**config.mk**
```make
export PLATFORM = sky130hd
export DESIGN_NAME = time_display_scan_flat
export DESIGN_NICKNAME = d
export VERILOG_FILES = /design/src/rtl/time_display_scan_if.sv /design/src/rtl/time_display_scan.sv /design/src/flat_wrapper.sv
export SDC_FILE = /design/constraint.sdc
export NUM_CORES = 1
export LEC_CHECK = 0
export ABC_AREA = 1
export CAP_MARGIN = 10
export CORE_MARGIN = 2
export CORE_UTILIZATION = 45
export DETAILED_ROUTE_END_ITERATION = 6
export PLACE_DENSITY = 0.66
export SLEW_MARGIN = 20
export SYNTH_ARGS = -nofsm -noshare
export SYNTH_HDL_FRONTEND = slang
export SYNTH_SLANG_ARGS = --single-unit
export TNS_END_PERCENT = 30
```
**constraint.sdc**
```tcl
create_clock -name clk -period 7.4 [get_ports clk]
set_input_delay 0.74 -clock clk [delete_from_list [all_inputs] [get_ports clk]]
set_output_delay 0.74 -clock clk [all_outputs]
set_load 0.01 [all_outputs]
```
**src/rtl/time_display_scan_if.sv**
```systemverilog
// Digit, blink-control and display-bus signals shared by the clock core and the scanner.
// master drives the BCD digits and blink requests; slave drives the multiplexed display.
interface time_display_scan_if;
  logic [3:0] hh_t_in;
  logic [3:0] hh_u_in;
  logic [3:0] mm_t_in;
  logic [3:0] mm_u_in;
  logic [3:0] ss_t_in;
  logic [3:0] ss_u_in;
  logic       blink_hr;
  logic       blink_min;
  logic [5:0] an;
  logic [6:0] seg;
  logic       dp;

  modport master (
    output hh_t_in, hh_u_in, mm_t_in, mm_u_in, ss_t_in, ss_u_in, blink_hr, blink_min,
    input  an, seg, dp
  );

  modport slave (
    input  hh_t_in, hh_u_in, mm_t_in, mm_u_in, ss_t_in, ss_u_in, blink_hr, blink_min,
    output an, seg, dp
  );
endinterface

```
**src/rtl/time_display_scan.sv**
```systemverilog
// Six-digit common-anode 7-segment scanner with per-frame digit snapshot,
// set-mode field blinking, leading-zero blanking and a blinking colon.
module time_display_scan #(
  parameter int unsigned SCAN_DIV  = 1000,
  parameter int unsigned BLINK_DIV = 500000,
  parameter bit          LZB       = 1'b1
) (
  input logic                 clk,
  input logic                 rst,
  time_display_scan_if.slave  bus
);

  localparam int unsigned ScanW  = (SCAN_DIV  > 2) ? $clog2(SCAN_DIV)  : 1;
  localparam int unsigned BlinkW = (BLINK_DIV > 2) ? $clog2(BLINK_DIV) : 1;
  localparam logic [ScanW-1:0]  ScanMax  = ScanW'(SCAN_DIV - 1);
  localparam logic [BlinkW-1:0] BlinkMax = BlinkW'(BLINK_DIV - 1);
  localparam logic [6:0] SegBlank = 7'b1111111;

  function automatic logic [6:0] decode(input logic [3:0] d);
    logic [6:0] s;
    case (d)
      4'd0:    s = 7'b1000000;
      4'd1:    s = 7'b1111001;
      4'd2:    s = 7'b0100100;
      4'd3:    s = 7'b0110000;
      4'd4:    s = 7'b0011001;
      4'd5:    s = 7'b0010010;
      4'd6:    s = 7'b0000010;
      4'd7:    s = 7'b1111000;
      4'd8:    s = 7'b0000000;
      4'd9:    s = 7'b0010000;
      default: s = 7'b0111111;
    endcase
    return s;
  endfunction

  logic              active_q;
  logic [ScanW-1:0]  scan_cnt_q, scan_cnt_d;
  logic [2:0]        idx_q, idx_d;
  logic [BlinkW-1:0] blink_cnt_q, blink_cnt_d;
  logic              phase_q, phase_d;
  // Snapshot order: [0]=ss_u .. [5]=hh_t, matching the anode order.
  logic [5:0][3:0]   snap_q, snap_d;
  logic [5:0]        an_q, an_d;
  logic [6:0]        seg_q, seg_d;
  logic              dp_q, dp_d;
  logic [3:0]        digit;
  logic              blank;

  always_comb begin
    scan_cnt_d  = scan_cnt_q;
    idx_d       = idx_q;
    blink_cnt_d = blink_cnt_q;
    phase_d     = phase_q;
    snap_d      = snap_q;

    if (!active_q) begin
      // First active edge: restart the frame with a fresh snapshot.
      scan_cnt_d  = '0;
      idx_d       = 3'd0;
      blink_cnt_d = '0;
      phase_d     = 1'b0;
      snap_d      = {bus.hh_t_in, bus.hh_u_in, bus.mm_t_in, bus.mm_u_in,
                     bus.ss_t_in, bus.ss_u_in};
    end else begin
      if (scan_cnt_q == ScanMax) begin
        scan_cnt_d = '0;
        if (idx_q == 3'd5) begin
          idx_d  = 3'd0;
          snap_d = {bus.hh_t_in, bus.hh_u_in, bus.mm_t_in, bus.mm_u_in,
                    bus.ss_t_in, bus.ss_u_in};
        end else begin
          idx_d = idx_q + 3'd1;
        end
      end else begin
        scan_cnt_d = scan_cnt_q + ScanW'(1);
      end

      if (blink_cnt_q == BlinkMax) begin
        blink_cnt_d = '0;
        phase_d     = ~phase_q;
      end else begin
        blink_cnt_d = blink_cnt_q + BlinkW'(1);
      end
    end
  end

  // Outputs are computed from next-state so they switch on the same edge as idx.
  always_comb begin
    digit = 4'd0;
    case (idx_d)
      3'd0:    digit = snap_d[0];
      3'd1:    digit = snap_d[1];
      3'd2:    digit = snap_d[2];
      3'd3:    digit = snap_d[3];
      3'd4:    digit = snap_d[4];
      3'd5:    digit = snap_d[5];
      default: digit = 4'd0;
    endcase

    blank = 1'b0;
    if (phase_d && bus.blink_hr && (idx_d == 3'd4 || idx_d == 3'd5)) blank = 1'b1;
    if (phase_d && bus.blink_min && (idx_d == 3'd2 || idx_d == 3'd3)) blank = 1'b1;
    if (LZB && idx_d == 3'd5 && digit == 4'd0) blank = 1'b1;

    an_d  = ~(6'b000001 << idx_d);
    seg_d = blank ? SegBlank : decode(digit);
    dp_d  = ~((idx_d == 3'd2 || idx_d == 3'd4) && !phase_d);
  end

  always_ff @(posedge clk or posedge rst) begin
    if (rst) begin
      active_q    <= 1'b0;
      scan_cnt_q  <= '0;
      idx_q       <= 3'd0;
      blink_cnt_q <= '0;
      phase_q     <= 1'b0;
      snap_q      <= '0;
      an_q        <= 6'b111111;
      seg_q       <= SegBlank;
      dp_q        <= 1'b1;
    end else begin
      active_q    <= 1'b1;
      scan_cnt_q  <= scan_cnt_d;
      idx_q       <= idx_d;
      blink_cnt_q <= blink_cnt_d;
      phase_q     <= phase_d;
      snap_q      <= snap_d;
      an_q        <= an_d;
      seg_q       <= seg_d;
      dp_q        <= dp_d;
    end
  end

  assign bus.an  = an_q;
  assign bus.seg = seg_q;
  assign bus.dp  = dp_q;

endmodule

```
**src/flat_wrapper.sv**
```systemverilog
// flat-port wrapper written by rule: the top's interface ports become plain ports
module time_display_scan_flat 
#(
  parameter int unsigned SCAN_DIV  = 1000,
  parameter int unsigned BLINK_DIV = 500000,
  parameter bit          LZB       = 1'b1
)
  (clk, rst, bus_hh_t_in, bus_hh_u_in, bus_mm_t_in, bus_mm_u_in, bus_ss_t_in, bus_ss_u_in, bus_blink_hr, bus_blink_min, bus_an, bus_seg, bus_dp);
  time_display_scan_if bus_i ();
  input logic clk;
  input logic rst;
  input wire logic [$bits(bus_i.hh_t_in)-1:0] bus_hh_t_in;
  input wire logic [$bits(bus_i.hh_u_in)-1:0] bus_hh_u_in;
  input wire logic [$bits(bus_i.mm_t_in)-1:0] bus_mm_t_in;
  input wire logic [$bits(bus_i.mm_u_in)-1:0] bus_mm_u_in;
  input wire logic [$bits(bus_i.ss_t_in)-1:0] bus_ss_t_in;
  input wire logic [$bits(bus_i.ss_u_in)-1:0] bus_ss_u_in;
  input wire logic [$bits(bus_i.blink_hr)-1:0] bus_blink_hr;
  input wire logic [$bits(bus_i.blink_min)-1:0] bus_blink_min;
  output wire logic [$bits(bus_i.an)-1:0] bus_an;
  output wire logic [$bits(bus_i.seg)-1:0] bus_seg;
  output wire logic [$bits(bus_i.dp)-1:0] bus_dp;
  assign bus_i.hh_t_in = bus_hh_t_in;
  assign bus_i.hh_u_in = bus_hh_u_in;
  assign bus_i.mm_t_in = bus_mm_t_in;
  assign bus_i.mm_u_in = bus_mm_u_in;
  assign bus_i.ss_t_in = bus_ss_t_in;
  assign bus_i.ss_u_in = bus_ss_u_in;
  assign bus_i.blink_hr = bus_blink_hr;
  assign bus_i.blink_min = bus_blink_min;
  assign bus_an = bus_i.an;
  assign bus_seg = bus_i.seg;
  assign bus_dp = bus_i.dp;
  time_display_scan #(.SCAN_DIV(SCAN_DIV), .BLINK_DIV(BLINK_DIV), .LZB(LZB)) u_core (.clk(clk), .rst(rst), .bus(bus_i));
endmodule
```
======== Word-level counts from Yosys, hierarchy flattened ========
Memories as Yosys holds them, arrays and structs flattened.
Index checks and enable logic that the tools add are counted.
word-level totals
  bits in registers ....................... 72
  ROM bits ................................ 112
  memories ................................ 1
memories
  name             depth  bits a word  read ports  clocked after Yosys merged registers in  write ports  RTL line                 RTL
  (no name shown)  16     7            1           0                                        0            time_display_scan.sv:21  case (d)
operators by class
  add/sub/neg operators ................... 3
  equal/unequal tests ..................... 8
  shifts and indexed selects .............. 1
  mux-type cells .......................... 17
  bitwise operators ....................... 3
  reductions and logical operators ........ 12
operators by type and width
  kind                                             count
  two-way mux 24 bit                               3
  two-way mux 19 bit                               2
  case mux 4 bit (6 select lines)                  1
  two-way mux 10 bit                               2
  adder 19 x 1 -> 19 bit, second input constant    1
  == test 19 bit, second input constant            1
  adder 10 x 1 -> 10 bit, second input constant    1
  == test 10 bit, second input constant            1
  == test 3 bit, second input constant             3
  two-way mux 3 bit                                3
  two-way mux 7 bit                                1
  == test 3 x 2 -> 1 bit, second input constant    2
  logical AND 1 bit                                6
  inverter 6 bit                                   1
  << shifter 1 x 3 -> 6 bit, first input constant  1
  two-way mux 1 bit                                5
  logical NOT 4 bit                                1
  adder 3 x 1 -> 3 bit, second input constant      1
  == test 3 x 1 -> 1 bit, second input constant    1
  logical NOT 3 bit                                1
  logical OR 1 bit                                 3
  inverter 1 bit                                   2
  logical NOT 1 bit                                1

======== Depth between registers and ports, before layout ========
Gate-level depths: netlist of run 1.
  depth after elaboration ................. 11
  mapped depth ............................ 21

======== Worst setup path after synthesis of run 1 ========
OpenSTA, ideal clock, no wires.
  path kind ............................... register -> register
  from .................................... register u_core.scan_cnt_q[0]
  to ...................................... register u_core.seg_q[6] (netlist: u_core.bus.seg[6])
  setup time .............................. 0.072 ns
  arrival time ............................ 2.545 ns
  required time ........................... 7.328 ns
  path slack .............................. 4.784 ns
  stages on the path, launching flop included .. 20
  cells stage by stage .................... dfrtp_1 -> ha_1 -> nand2_2 -> nor2_8 -> nand4_4 -> nand2_4 -> buf_4 -> or2_2 -> nand2_1 -> nor2_1 -> nor2_1 -> nand4_1 -> inv_1 -> ha_1 -> inv_1 -> nor2_1 -> nand3_2 -> nand2_2 -> inv_1 -> o21ai_1
between the ends
  cells in the longest elaborated chain, start to end .. 10
ends and longest elaborated chain
  item                                                         RTL line                  RTL
  start, declared                                              time_display_scan.sv:38   logic [ScanW-1:0] scan_cnt_q, scan_cnt_d;
  start signal, assigned                                       time_display_scan.sv:124  scan_cnt_q <= scan_cnt_d;
  == test 10 bit *                                             time_display_scan.sv:66   if (scan_cnt_q == ScanMax) begin
  branches (longest 8 deep; another with memory (16 x 7 bit))  -
  two-way mux 7 bit *                                          time_display_scan.sv:107  seg_d = blank ? SegBlank : decode(digit);
  net u_core.seg_d[6]                                          time_display_scan.sv:45   logic [6:0] seg_q, seg_d;
  end signal, assigned                                         time_display_scan.sv:120  seg_q <= SegBlank;
  end signal, assigned                                         time_display_scan.sv:130  seg_q <= seg_d;
  end, declared                                                time_display_scan.sv:45
Mark *: on every way through the listed nets, which the timed path passes.

======== Worst setup path in the final report of run 1 ========
Same ends and word-level chain as after synthesis.

==> run summary, run 1 <==
CP endpoint kind - register
CTS max path bufs - 2
startpoint class of the critical path - register
Final ANT Viol Nets - 0
drt initial violations - 135
status - finished clean
CP Class - reg2reg
CP required - 7660 ps
Filler Cell Count - 798
end of the critical path - u_core.bus.seg[6]
Final Critical Period - 2991 ps
Site Rows - 33
WHS Path Cells - 1
first-pass GRT wire length - 12830 um
Register Area - 1819 um2
TritonCTS clock tree - built
IO Count - 42
Worst Setup SP - u_core.scan_cnt_q[0]
WL met3 - 211 um
H-Tree Depth - 3
share of layout cells above drive strength 1 - 13.48%
maximum clock rate - 334.4 MHz
routed wire length - 7204 um
multiplexer share of the synthesized area - 0%
top routing layer used - met4
Warnings, synthesis - 0
worst r2r dst - u_core.bus.seg[6]
Post CTS Setup Buffer Count - 0
crit share post-route - 40.42%
worst path cell trace - ha_1 -> nand2_2 -> nor2_8 -> nand4_4 -> nand2_4 -> or2_2 -> nand2_1 -> nor2_1 -> nor2_1 -> nand4_1 -> inv_1 -> ha_1 -> inv_1 -> nor2_1 -> nand3_2 -> nand2_2 -> inv_1 -> o21ai_1
largest family of logic cells by synthesized area - simple AND/OR/NAND/NOR gates
register area share after synthesis - 48.40%
Initial Utilization - 45.97%
Peak supply drop - 117.8 uV
Slew Limit Fails - 0
GRT Overall Usage - 17.97%
cts repair resizes - 0
Synth Area per Inst - 8.189 um2
TritonCTS Buffers - 9
CP Max Fanout - 34
final worst hold slack - 469.4 ps
multi-input logic area - 1610 um2
met2 wire len - 3541 um
Post-route DRC - 0
simple-gate area share of the yosys netlist - 33.22%
Synth Area in Compound Gates - 4.993%
chip width - 95.39 um
number of max-cap violations - 0
Port Buffers - 41
die footprint - 9099 um2
Vias - 2928
antenna cell count - 0
post-synthesis xor/xnor area fraction - 1.864%
register bit total from synthesis - 72
cells after synthesis - 459
core area - 8175 um2
Synth Area in Adders - 2.663%
Final Core Density - 54.41%
worst slack at placement - 4432 ps
iteration count of the initial detailed-routing pass - 4
HP Class - reg2reg
Slowest Stage Delay on Critical Path - 420 ps
GRT Residual Overflow - 0
wl on met1 - 3334 um
slack of the critical path - 4409 ps
clock sink count - 72
DP HPWL - 5318 um
RePlAce Congestion - 0.8217
Setup Skew - 15.15 ps
Final Hold Fails - 0
# setup viols final - 0
nets - 543
Final TNS setup - 0 ps
Via density - 4.746
Worst R2R Start - u_core.scan_cnt_q[0]
PwrDens - 183.5 nW/um2
largest net degree at the start of global routing - 73
Slew HR - 40.89%
vias in the first global route - 2932
slowest cell on the critical path - dfrtp_1
r2r worst-path depth - 18
initial antenna violation count - 0
clock-pin slew on the worst setup and hold paths - 80 ps
reg-to-reg setup timing slack - 4410 ps
CTS root buf - clkbuf_8
P_leak - 0.002132 uW
crit path DAT - 3260 ps
die height - 95.39 um
Syn-to-layout area delta - 18.34%
# hold bufs at CTS - 0
synthesized area - 3759 um2
insertion delay to the later sink of the worst-skew pair - 340 ps
library cells used by synthesis - 43
unrepaired setup endpoints after global routing - no
Mapped Nets - 495
drt wl/cell - 11.68 um
measured slew at the worst slew-check pin - 886.7 ps
==> through the flow <==
step	cell area, um2	cells	total power, uW
floorplan	3759	459	488.9
global placement	4260	601	525.2
detailed placement	4260	601	526.7
CTS	4448	617	828.5
global route	4448	617	857.2
finish	4448	617	816.1
==> power by group <==
part	switching, uW	leakage [uW]	total (uW)	internal [uW]
Clock	144	0.0000937	298	154
Combinational	50.8	0.00115	92.0	41.2
Sequential	8.69	0.000893	426	417
Total	204	0.00213	816	612
==> synthesized netlist by cell type, drive strengths merged <==
| master | instances | area share, % |
|---|---|---|
| a21oi | 11 | 1.5 |
| a221oi | 1 | 0.23 |
| a22o | 1 | 0.23 |
| a31oi | 1 | 0.17 |
| and2 | 1 | 0.17 |
| buf | 4 | 1.2 |
| clkbuf | 1 | 0.10 |
| clkinv | 1 | 0.10 |
| conb | 1 | 0.10 |
| dfrtp | 58 | 39 |
| dfstp | 14 | 9.8 |
| ha | 8 | 2.7 |
| inv | 74 | 7.4 |
| nand2 | 128 | 14 |
| nand3 | 29 | 4.6 |
| nand3b | 4 | 0.80 |
| nand4 | 6 | 1.4 |
| nor2 | 63 | 8.3 |
| nor3 | 13 | 1.7 |
| nor3b | 2 | 0.40 |
| nor4 | 6 | 1.0 |
| o211ai | 2 | 0.40 |
| o21a | 1 | 0.20 |
| o21ai | 15 | 2.1 |
| o21bai | 1 | 0.20 |
| or2 | 4 | 0.67 |
| or3 | 1 | 0.17 |
| xnor2 | 2 | 0.47 |
| xor2 | 6 | 1.4 |
==> worst max-delay path: cells and delay by family (launching register included) <==
kind | cells | cell delay (ps)
flops | 1 | 420
compound gates | 1 | 70
buf+inv | 3 | 290
fa+ha+maj | 2 | 400
simple gates | 12 | 1730
==> registers in the layout (all words and copies together), names as in the netlist <==
register            count
u_core.active_q         1
u_core.phase_q          1
u_core.bus.dp           1
u_core.scan_cnt_q      10
u_core.blink_cnt_q     19
u_core.snap_q          24
u_core.bus.seg          7
u_core.idx_q            3
u_core.bus.an           6
==> how the worst min path moves through the flow <==
| stage | startpoint | endpoint |
|---|---|---|
| floorplan | u_core.blink_cnt_q[0] | u_core.blink_cnt_q[0] |
| global placement | u_core.blink_cnt_q[0] | u_core.blink_cnt_q[0] |
| detailed placement | u_core.snap_q[20] | u_core.snap_q[20] |
| CTS | u_core.blink_cnt_q[0] | u_core.blink_cnt_q[0] |
| global route | u_core.blink_cnt_q[0] | u_core.blink_cnt_q[0] |
| finish | u_core.blink_cnt_q[0] | u_core.blink_cnt_q[0] |
==> per-layer routing <==
| metal | track usage [%] | up-vias |
|---|---|---|
| li1 | - | 1521 |
| met1 | 22.83 | 1355 |
| met2 | 30.05 | 42 |
| met3 | 3.715 | 10 |
| met4 | 7.143 | 0 |
| met5 | 0 | - |
==> final cells by class <==
type	count	area share [%]
inverters	75	6.329
repair buffers	42	9.395
clock buffers	10	2.869
flip-flops and latches	72	40.90
clock inverters	6	1.350
multi-input cells	307	36.20
well taps	105	2.954
==> cells by family (layout without fill, tap and decap cells) <==
kind of cell,Yosys count,in the layout
xor gates and xnor gates,8,8
buffers and inverters,80,133
DFF,72,72
adders and majority gates,8,8
and+or+nand+nor,257,257
other,1,1
AOI/OAI and AO/OA,33,33
==> cells in the final DEF (no fill, tap or decap), types with 2 or more instances in the layout <==
master	count
nand3_1	25
ha_1	8
nor3_1	13
o21ai_1	4
clkinv_1	2
nor2_4	6
nor4_1	6
nor3b_1	2
inv_2	3
o21ai_0	10
clkbuf_8	9
nor2_2	6
clkinv_2	2
nand2_1	114
o211ai_1	2
xor2_1	6
or2_2	4
nand4_1	5
nand2_2	12
dfstp_2	14
nor2_1	50
xnor2_1	2
nand3_2	3
dfrtp_1	58
nand3b_1	4
clkdlybuf4s50_1	41
a21oi_1	11
inv_1	71
nand2_4	2
Power figures use the tool's default switching activity.
==> run 2, diff against run 1 <==
PLACE_DENSITY = 0.69   (was 0.66)
clock period = 2.45 ns   (was 7.4 ns; I/O delays follow)
==> run summary, run 2 (same netlist as run 1, synthesis figures left out) <==
CP required - 2710 ps (-4950 ps)
Post-route DRC - 0 (unchanged)
Total Power - 2455 uW (+200%)
crit path buf inv count - 4 (+1)
H-Tree Depth - 3 (unchanged)
drt initial violations - 149 (+10%)
TritonCTS Buffers - 9 (unchanged)
CP Max Fanout - 6 (-82%)
clock-pin slew on the worst setup and hold paths - 80 ps (about the same)
CTS root buf - clkbuf_8
first-pass GRT wire length - 13720 um (+6.9%)
Setup Skew - 11.83 ps (-3.315 ps)
commonest non-fill, non-tap cell in the layout - nand2_1
P_leak - 0.002382 uW (+12%)
drt wl/cell - 13.18 um (+13%)
status - complete, but fails checks
crit path DAT - 2820 ps (-440 ps)
crit share post-route - 104.2% (+64 points)
HP Class - in2async
Final Core Density - 60.41% (+6.0 points)
worst path cell trace - ha_4 -> nand2_4 -> nor2_8 -> nand4_4 -> nand2_4 -> buf_6 -> nand2_1 -> nand2_2 -> nand2_1 -> nand2_1 -> inv_1 -> nand3_2 -> inv_4 -> ha_4 -> inv_2 -> nor2_2 -> nand3_2 -> nand2_4 -> nor2_4 -> nand2_1
GRT Overall Usage - 19.53% (+1.6 points)
vias in the first global route - 3118 (+6.3%)
GRT Residual Overflow - 0 (unchanged)
Site Rows - 33 (unchanged)
initial antenna violation count - 0 (unchanged)
iteration count of the initial detailed-routing pass - 4 (unchanged)
Peak supply drop - 291.2 uV (+150%)
routed wire length - 8674 um (+20%)
# hold bufs at CTS - 0 (unchanged)
number of max-cap violations - 0 (unchanged)
TritonCTS clock tree - built
Vias - 3249 (+11%)
Syn-to-layout area delta - 31.39%
Slowest Stage Delay on Critical Path - 410 ps (about the same)
IO Count - 42 (unchanged)
CP endpoint kind - register
failing checks - negative setup slack
Via density - 4.938 (+4.0%)
most frequent cells in the layout - 103 x nand2_1, 67 x inv_1, 58 x dfrtp_1
startpoint class of the critical path - register
core area - 8175 um2 (unchanged)
slowest cell on the critical path - dfrtp_1
# setup viols final - 7 (+7)
share of layout cells above drive strength 1 - 25.32% (+12 points)
insertion delay to the later sink of the worst-skew pair - 340 ps (about the same)
chip width - 95.39 um (unchanged)
maximum clock rate - 391.9 MHz (+17%)
slack of the critical path - -101.8 ps (-4511 ps)
Final Hold Fails - 0 (unchanged)
final worst hold slack - 272.7 ps (-196.8 ps)
nets - 584 (+7.6%)
biggest regs - u_core.snap_q (24), u_core.blink_cnt_q (19), u_core.scan_cnt_q (10)
die height - 95.39 um (unchanged)
largest register by flop count - u_core.snap_q
crit-path leading delay family - simple AND/OR/NAND/NOR gates
clock sink count - 72 (unchanged)
CP Class - reg2reg
measured slew at the worst slew-check pin - 559.8 ps (-326.9 ps)
Final ANT Viol Nets - 0 (unchanged)
Initial Utilization - 45.97% (unchanged)
PwrDens - 497.1 nW/um2 (+170%)
most frequent CP cell - nand2_1
Slew HR - 62.62% (+22 points)
max FFs per register - 24 (unchanged)
die footprint - 9099 um2 (unchanged)
DP HPWL - 6040 um (+14%)
Final Critical Period - 2552 ps (-439.0 ps)
worst slack at placement - -69.67 ps (-4502 ps)
RePlAce Congestion - 0.8995 (+9.5%)
CTS max path bufs - 2 (unchanged)
unrepaired setup endpoints after global routing - yes
antenna cell count - 0 (unchanged)
Filler Cell Count - 711 (-11%)
Slew Limit Fails - 0 (unchanged)
largest net degree at the start of global routing - 34 (-53%)
Port Buffers - 41 (unchanged)
run 2: cell types whose count changed in the layout (fill, tap and decap cells not counted), sizes merged:
cell    delta
buf       +39
bufinv     -1
clkinv     +1
nand2      +2
run 2: timing repair:
item / CTS / global route
resized for setup: 4 / 43
pin swaps: 1 / 24
endpoints found under the setup margin: 7 / 8
buffers inserted: 0 / 15
gates cloned: 0 / 2
run 2: path summary, 6_finish.rpt:
| check | end | slack [ps] | startpoint | cells past startpoint |
|---|---|---|---|---|
| min in group clk | u_core.blink_cnt_q[0] | 460 | u_core.blink_cnt_q[0] | 1 |
| setup reg to reg | u_core.bus.seg[2] | -100 | u_core.scan_cnt_q[0] | 20 |
| max in group asynchronous | u_core.bus.seg[0] | 1520 | rst | 3 |
| hold / removal | u_core.blink_cnt_q[13] | 270 | rst | 2 |
| hold reg to reg | u_core.blink_cnt_q[0] | 460 | u_core.blink_cnt_q[0] | 1 |
| setup / recovery | u_core.bus.seg[2] | -100 | u_core.scan_cnt_q[0] | 20 |
run 2: metal layers:
| metal | global-route usage, % | wire length [um] | up-vias |
|---|---|---|---|
| met1 | 24.16 | 3702 | 1527 |
| met4 | 7.500 | 312 | 0 |
| met5 | 0 | 0 | - |
| met2 | 32.92 | 4360 | 73 |
| li1 | - | - | 1619 |
| met3 | 4.901 | 299 | 30 |
run 2: area by class of cell:
class / count / area (um2) / area share [%]
inverters: 75 / 289.0 / 5.853
well taps: 105 / 131.4 / 2.660
repair buffers: 81 / 734.5 / 14.87
multi-input cells: 309 / 1800 / 36.46
clock inverters: 6 / 36.28 / 0.7347
clock buffers: 10 / 127.6 / 2.584
flip-flops and latches: 72 / 1819 / 36.84
run 2: worst register-to-register path, stage by stage, from the launching register on:
cell	delay, ps
dfrtp_1	410
ha_4	170
nand2_4	70
nor2_8	180
nand4_4	240
nand2_4	180
buf_6	140
nand2_1	70
nand2_2	90
nand2_1	60
nand2_1	60
inv_1	50
nand3_2	100
inv_4	50
ha_4	150
inv_2	60
nor2_2	40
nand3_2	70
nand2_4	70
nor2_4	160
nand2_1	70
run 2: power breakdown:
group	switching, uW	internal (uW)	total, uW
Sequential	27.9	1260	1290
Clock	450	362	812
Combinational	191	165	356
run 2: metrics by stage:
stage | setup TNS [ps] | cells | cell area [um2]
after floorplan | 0 | 459 | 3785
after global placement | 0 | 625 | 4476
after detailed placement | -344.2 | 625 | 4476
after CTS | -0.1688 | 641 | 4658
after global routing | -1743 | 658 | 4938
final | -647.8 | 658 | 4938
